--- src/rtl/shift_pkg.sv ---
// Shared definitions for the multi-cycle shift sequencer.
//   - Operation encodings carried on in_op.
//   - Controller state enumeration.
package shift_pkg;

  localparam logic [1:0] OP_SLL = 2'b00;
  localparam logic [1:0] OP_SRL = 2'b01;
  localparam logic [1:0] OP_SRA = 2'b10;
  localparam logic [1:0] OP_RSV = 2'b11;

  typedef enum logic [1:0] {
    ST_IDLE  = 2'd0,
    ST_SHIFT = 2'd1,
    ST_DONE  = 2'd2
  } state_t;

endpackage

--- src/rtl/shift_stage.sv ---
// Single reusable logarithmic shift layer (combinational).
// Ports:
//   data    in   DATA_W   value entering this layer
//   k       in   SHAMT_W  layer index; the shift distance is 2^k
//   en      in   1        shift when set, pass through when clear
//   op      in   2        SLL / SRL / SRA / reserved (pass through)
//   fill    in   1        sign bit shifted in for SRA
//   result  out  DATA_W   layer output
module shift_stage
  import shift_pkg::*;
#(
  parameter int DATA_W  = 32,
  parameter int SHAMT_W = $clog2(DATA_W)
) (
  input  logic [DATA_W-1:0]  data,
  input  logic [SHAMT_W-1:0] k,
  input  logic               en,
  input  logic [1:0]         op,
  input  logic               fill,
  output logic [DATA_W-1:0]  result
);

  logic [SHAMT_W-1:0]      amt;
  logic signed [DATA_W:0]  ext;
  logic signed [DATA_W:0]  sra;

  always_comb begin
    amt    = SHAMT_W'(1) << k;
    // Prepend the fill bit so the arithmetic shift replicates it rather
    // than whatever currently sits in the top data bit.
    ext    = {fill, data};
    sra    = ext >>> amt;
    result = data;
    if (en) begin
      case (op)
        OP_SLL:  result = data << amt;
        OP_SRL:  result = data >> amt;
        OP_SRA:  result = sra[DATA_W-1:0];
        default: result = data;
      endcase
    end
  end

endmodule

--- src/rtl/shift_seq_ctrl.sv ---
// Multi-cycle shift sequencer: accepts one SLL/SRL/SRA request over a
// valid/ready handshake, resolves it one shift-amount bit per clock through
// a single shift_stage, and holds the result until the consumer takes it.
// Ports:
//   clk, rst            clock, synchronous active-high reset
//   in_valid/in_ready   request handshake (in_ready high only in IDLE)
//   in_a, in_shamt      operand and shift amount (sampled on accept)
//   in_op               00 SLL, 01 SRL, 10 SRA, 11 pass through
//   out_valid/out_ready result handshake (out_valid high only in DONE)
//   out_result          data register
//   busy                high while SHIFT or DONE
module shift_seq_ctrl
  import shift_pkg::*;
#(
  parameter int DATA_W = 32
) (
  input  logic                        clk,
  input  logic                        rst,
  input  logic                        in_valid,
  output logic                        in_ready,
  input  logic [DATA_W-1:0]           in_a,
  input  logic [$clog2(DATA_W)-1:0]   in_shamt,
  input  logic [1:0]                  in_op,
  output logic                        out_valid,
  input  logic                        out_ready,
  output logic [DATA_W-1:0]           out_result,
  output logic                        busy
);

  localparam int SHAMT_W = $clog2(DATA_W);
  localparam logic [SHAMT_W-1:0] K_LAST = SHAMT_W'(SHAMT_W - 1);

  state_t              state;
  logic [SHAMT_W-1:0]  k;
  logic [DATA_W-1:0]   data;
  logic [SHAMT_W-1:0]  shamt;
  logic [1:0]          op;
  logic                fill;
  logic [DATA_W-1:0]   stage_out;

  shift_stage #(
    .DATA_W  (DATA_W),
    .SHAMT_W (SHAMT_W)
  ) u_stage (
    .data   (data),
    .k      (k),
    .en     (shamt[k]),
    .op     (op),
    .fill   (fill),
    .result (stage_out)
  );

  always_ff @(posedge clk) begin
    if (rst) begin
      state <= ST_IDLE;
      k     <= '0;
      data  <= '0;
      shamt <= '0;
      op    <= OP_SLL;
      fill  <= 1'b0;
    end else begin
      case (state)
        ST_IDLE: begin
          if (in_valid) begin
            data  <= in_a;
            shamt <= in_shamt;
            op    <= in_op;
            fill  <= in_a[DATA_W-1];
            k     <= '0;
            state <= ST_SHIFT;
          end
        end
        ST_SHIFT: begin
          // Every layer is applied, even for zero bits, so latency is fixed.
          data <= stage_out;
          if (k == K_LAST) begin
            k     <= '0;
            state <= ST_DONE;
          end else begin
            k <= k + SHAMT_W'(1);
          end
        end
        ST_DONE: begin
          if (out_ready) state <= ST_IDLE;
        end
        default: state <= ST_IDLE;
      endcase
    end
  end

  // Outputs decode registered state only; nothing flows from in_* to out_*.
  assign in_ready   = (state == ST_IDLE);
  assign out_valid  = (state == ST_DONE);
  assign busy       = (state != ST_IDLE);
  assign out_result = data;

endmodule

--- config.mk ---
export PLATFORM = sky130hd
export DESIGN_NAME = shift_seq_ctrl
export DESIGN_NICKNAME = d
export VERILOG_FILES = /design/src/rtl/shift_pkg.sv /design/src/rtl/shift_stage.sv /design/src/rtl/shift_seq_ctrl.sv
export SDC_FILE = /design/constraint.sdc
export NUM_CORES = 1
export LEC_CHECK = 0
export ABC_CLOCK_PERIOD_IN_PS = 2710
export CORE_ASPECT_RATIO = 1.75
export CORE_MARGIN = 2
export CORE_UTILIZATION = 45
export DETAILED_ROUTE_END_ITERATION = 6
export PLACE_DENSITY = 0.68
export SKIP_CTS_REPAIR_TIMING = 1
export SYNTH_ARGS = -nofsm -noshare
export SYNTH_HDL_FRONTEND = slang
export SYNTH_SLANG_ARGS = --single-unit
--- constraint.sdc ---
create_clock -name clk -period 2.71 [get_ports clk]
set_input_delay 0.4065 -clock clk [delete_from_list [all_inputs] [get_ports clk]]
set_output_delay 0.4065 -clock clk [all_outputs]
set_load 0.1 [all_outputs]
### Word-level counts from Yosys, hierarchy flattened

Cells that the tools add are included.

| operators by class | value |
|---|---|
| add/subtract/negate cells | 1 |
| reductions and logical operators | 8 |
| equality and inequality tests | 10 |
| order comparisons | 1 |
| shift operators | 4 |
| muxes and demuxes | 13 |

Operators by type and width:

| cell | count |
|---|---|
| 32-bit case mux with 3 select lines | 1 |
| 32-bit 2-to-1 mux | 2 |
| 32-bit case mux with 2 select lines | 1 |
| 33-bit by 5-bit >>> shifter with 32-bit output | 1 |
| 32-bit by 5-bit left shift with 32-bit output | 1 |
| 32-bit by 5-bit right shift with 32-bit output | 1 |
| 5-bit 2-to-1 mux | 2 |
| 5-bit case mux with 2 select lines | 1 |
| 2-bit 2-to-1 mux | 3 |
| 2-bit case mux with 3 select lines | 1 |
| 5-bit by 1-bit adder with 5-bit output, second input constant | 1 |
| 5-bit by 3-bit == test with 1-bit output, second input constant | 1 |
| 5-bit by 4-bit less-than comparator with 1-bit output, second input constant | 1 |
| 1-bit by 5-bit left shift with 5-bit output, first input constant | 1 |
| 2-bit by 1-bit == test with 1-bit output, second input constant | 2 |
| 2-bit == test, second input constant | 2 |
| 2-bit logical NOT | 2 |
| 2-bit by 1-bit inequality test with 1-bit output, second input constant | 2 |
| 2-bit inequality test, second input constant | 2 |
| 4-bit by 1-bit inequality test with 1-bit output, second input constant | 1 |
| 2-bit AND reduction | 2 |
| 4-bit AND reduction | 1 |
| 2-bit nonzero test | 2 |
| 1-bit binary-select mux with 3-bit select | 1 |
| 2 further kinds | 2 |

| storage, ports and cells | value |
|---|---|
| output and inout bits | 35 |
| register bits | 47 |

### Depth between registers and ports, before layout

Gate-level depths: netlist of run 1.

| depth | value |
|---|---|
| word-level depth | 5 |
| gate-level depth with buffers | 10 |

### Cells and area by module

From an unflattened synthesis of run 1, not the netlist that was laid out.

| unflattened totals | value |
|---|---|
| cells, all modules | 838 |
| area, all modules | 5,903.2 um^2 |

By module, submodules not included:

| module | cells each | instances | area an instance (um^2) |
|---|---|---|---|
| shift_stage | 578 | 1 | 3,792.4 |
| shift_seq_ctrl | 260 | 1 | 2,110.8 |

### Worst setup path before layout of run 1

OpenSTA, ideal clock, no wires.

| timing path | value |
|---|---|
| path kind | register -> output |
| start point | reg state[0] |
| end point | out busy |
| setup slack | -0.394 ns |
| stages on the path, launching flop included | 4 |
| required time | 2.304 ns |
| arrival | 2.697 ns |
| path through | dfxtp_1 -> buf_2 -> nor2_1 -> inv_1 |

| between the ends | value |
|---|---|
| cells in the longest elaborated chain, start to end | 1 |

Ends and longest elaborated chain:

| element | line | source |
|---|---|---|
| start, declared | shift_seq_ctrl.sv:33 | `state_t state;` |
| start signal, assigned | shift_seq_ctrl.sv:55 | `state <= ST_IDLE;` |
| start signal, assigned | shift_seq_ctrl.sv:70 | `state <= ST_SHIFT;` |
| start signal, assigned | shift_seq_ctrl.sv:78 | `state <= ST_DONE;` |
| 2-bit nonzero test | shift_seq_ctrl.sv:94 | `assign busy = (state != ST_IDLE);` |
| end, declared | shift_seq_ctrl.sv:27 | `output logic busy` |

Every way passes these cells.

### Worst setup path after layout of run 1

| timing path | value |
|---|---|
| start point | reg op[0] |
| end point | reg data[15], in the netlist out_result[15] |

| between the ends | value |
|---|---|
| cells in the longest elaborated chain, start to end | 4 |
| elaborated cells on any way between the ends | 8 |
| classes of those cells | 3 x eq/ne; 3 x mux; 2 x reduce/logical |

Ends and longest elaborated chain:

| element | line | source |
|---|---|---|
| start, declared | shift_seq_ctrl.sv:37 | `logic [1:0] op;` |
| start signal, assigned | shift_seq_ctrl.sv:67 | `op <= in_op;` |
| 2-bit == test, or another cell as far along | shift_stage.sv:35 | `case (op)` |
| 32-bit case mux with 3 select lines | shift_stage.sv:35 |  |
| 32-bit 2-to-1 mux | shift_stage.sv:34 | `if (en) begin` |
| 32-bit case mux with 2 select lines | shift_seq_ctrl.sv:62 | `case (state)` |
| end signal, assigned | shift_seq_ctrl.sv:65 | `data <= in_a;` |
| end signal, assigned | shift_seq_ctrl.sv:75 | `data <= stage_out;` |
| end, declared | shift_seq_ctrl.sv:35 | `logic [DATA_W-1:0] data;` |

Several ways; a longest one is shown, not always the timed one. The select of a mux whose other input is x is not followed.
A chain may end at the register's enable or synchronous reset.

==> results.ini, run 1 <==
[yosys]
async_reset_ff_frac=0
ys_ff_latch=47
yosys.area.top_type=dfxtp_1
synth_edf_count=0
yosys_warnings=0
synthCells=801
synth_nets=849
yosys-top-cells-count=nor2_1, nand2_1, a21oi_1, clkbuf_1, o21ai_0
syn_area_per_cell_um2=6.83
synth_cell_type_count=81
syn-cell-area_um2=5470
synth_most_common_cell=nor2_1
yosysSeqAreaShare=0.172
yosys.area.top_type_share=0.172
yosys_most_used_dff=dfxtp_1
synth_area_leaders=dfxtp_1, a21oi_1, nor2_1, nand2_1, o21ai_0

[detailed_routing]
ant_nets=0
drt_iter0_markers=1247
num_vias=7897
drt_wl_total_mm=33.6
wl_per_cell_um=32.2
via_per_inst=7.58
drt_pass1_iterations=7
drc=2

[floorplanning]
core_area_um2=11900
rows=53
die_area_um2=13100
start_util=0.458
fp.dieW_um=87.3
die_h_um=150
io_pins=78

[worst_setup_path]
path_buf_inv=2
cp_top_family=compound AO/OA/AOI/OAI gates
worstSetupStartpointType=register
worst-setup-path-type=register to register
worstReg2RegStart=op[0]
crit_path_max_fanout=28
crit_start=op[0]
reg2reg_to=out_result[15]
r2r_setup_slack_ps=-20
endpoint_kind=register
path_cells=inv_1, ha_1, buf_12, nand2b_1, nor2_1, a222oi_1, a311oi_1
arrival_ps=2890
slowest_delay_ps=820
worst_ep_required_time_ps=2870
r2r_cells=7
slowest_stage=a222oi_1

[sta]
slew_violations=0
slew_headroom=0.271
fin_crit_ps=2730
hold_viol_final=0
finClkSkew_ps=14.4
timing.final.crit_share=1.01
worstMarginPinSlew_ps=1090
worst_slack_ps=-15.7
finalSetupViolations=1
setup_tns_ps=-15.7
timing.fmax_mhz=367

[cells_and_area]
design_area_um2=7080
post-route-util=0.593
seqCellArea_um2=947
fillers=1191
multi_input_area_um2=4140
area_growth_pct=29.5
nets=950
drive_above_1_share=0.231

[power_and_ir_drop]
design_power_total_mw=4.54
p_per_area_nw_per_um2=641
peakVddDrop_uv=405
power_leakage_nw=2.73

[global_routing]
antenna_found_initial=3
grt_overflow_total=0
grt_pass1_vias=7572
track_usage=0.520
grt_max_degree=32
grt_pass1_wl_mm=49.7

[placement]
dp_hpwl_mm=24.2
globalplace.congestion=1.17
io_buffers=77
place_ws_ps=-105
place_area_um2=6830

[clock_network]
h-tree-depth=2
cts_tree=yes
cts_root_buf=clkbuf_16
clockBufferDepth=2
numCtsBuffers=5
cts.sinks=47
clk_pin_slew_ps=80
insertion_delay_ps=310

[hold_path]
worstHoldPathCells=2
min_path_type=register to register
min_from=shamt[0]
min_delay_worst_endpoint=shamt[0]

[status]
outcome=finished, violations left
violations=DRC, setup timing

[job]
maxCapViolCount=0

[final cells by class]
class | count | share of cell area
Antenna cell | 2 | 0.000707
Clock buffer | 5 | 0.0177
Tap cell | 137 | 0.0242
Inverter | 13 | 0.00689
Clock inverter | 3 | 0.00618
Sequential cell | 47 | 0.134
Timing Repair Buffer | 187 | 0.227
Multi-Input combinational cell | 648 | 0.584
[report_power, final]
group / internal [mW] / switching, mW / total, mW
Sequential: 0.787 / 0.281 / 1.07
Combinational: 0.854 / 1.85 / 2.70
Clock: 0.438 / 0.336 / 0.774
Total: 2.08 / 2.46 / 4.54
[layout by cell type (no fill, tap or decap), drive strengths merged, types with 7 or more instances in the layout]
| cell type | n |
|---|---|
| a21oi | 78 |
| a221oi | 12 |
| clkdlybuf4s50 | 41 |
| mux2 | 11 |
| buf | 146 |
| a211oi | 27 |
| nand2b | 9 |
| nor2b | 12 |
| inv | 13 |
| a21o | 8 |
| nor2 | 86 |
| nor3 | 21 |
| a2bb2oi | 8 |
| nand3b | 8 |
| o211ai | 12 |
| a31o | 7 |
| nand2 | 80 |
| mux2i | 23 |
| dfxtp | 47 |
| nand3 | 18 |
| a31oi | 16 |
| o21ai | 62 |
| a311oi | 15 |
| o221ai | 7 |
[logic make-up after synthesis]
| logic type | after synthesis | synth area share |
|---|---|---|
| multiplexers | 34 | 0.0647 |
| AND/OR/NAND/NOR | 275 | 0.243 |
| adder cells (fa/ha/maj) | 5 | 0.0114 |
| flip-flops | 47 | 0.172 |
| buffers and inverters | 106 | 0.0842 |
| AO/OA/AOI/OAI | 334 | 0.425 |
[sequential cells by signal (all words and copies together) (netlist names)]
register    flops
fill            1
k               5
op              2
out_result     32
shamt           5
state           2
[metrics by stage]
| step | hold slack (ps) | std cells |
|---|---|---|
| finish | 462 | 1042 |
| global route | 486 | 1041 |
| CTS | 464 | 1037 |
| detailed placement | 453 | 1029 |
| global placement | 446 | 1028 |
| floorplan | 433 | 801 |
[tightest hold or removal path, delay by kind of cell (launching register included)]
family,cells,cell delay [ps]
and+or+nand+nor,1,50
DFF,1,310
AOI/OAI and AO/OA,1,50
[per-layer routing]
layer  wire length (µm)  GRT usage  up-vias  part of all wire
li1                   -          -     3245                 -
met4               4290      0.440        0              0.13
met1              10500      0.566     3541              0.31
met5                  0    0.00413        -                 0
met2              14600      0.784      794              0.44
met3               4120      0.186      317              0.12
[worst max-delay path by stage]
stage,endpoint,slack (ps),cells past startpoint
after global routing,out_result[28],-30,8
after detailed placement,out_result[10],-110,8
final,out_result[15],-20,7
after global placement,out_result[10],-810,7
after CTS,out_result[10],-100,8
after floorplan,busy,310,3
Note: power is estimated with default switching activity, not from simulation.
==> inputs of run 2 (changes only) <==
- HOLD_SLACK_MARGIN: default -> 0.15
==> results of run 2 <==
Final layout, timing and power as in run 1 (identical DEF).
==> inputs of run 3 (changes only) <==
- CTS_CLUSTER_SIZE: default -> 25
==> results of run 3 <==
Final layout, timing and power as in run 1 (identical DEF).
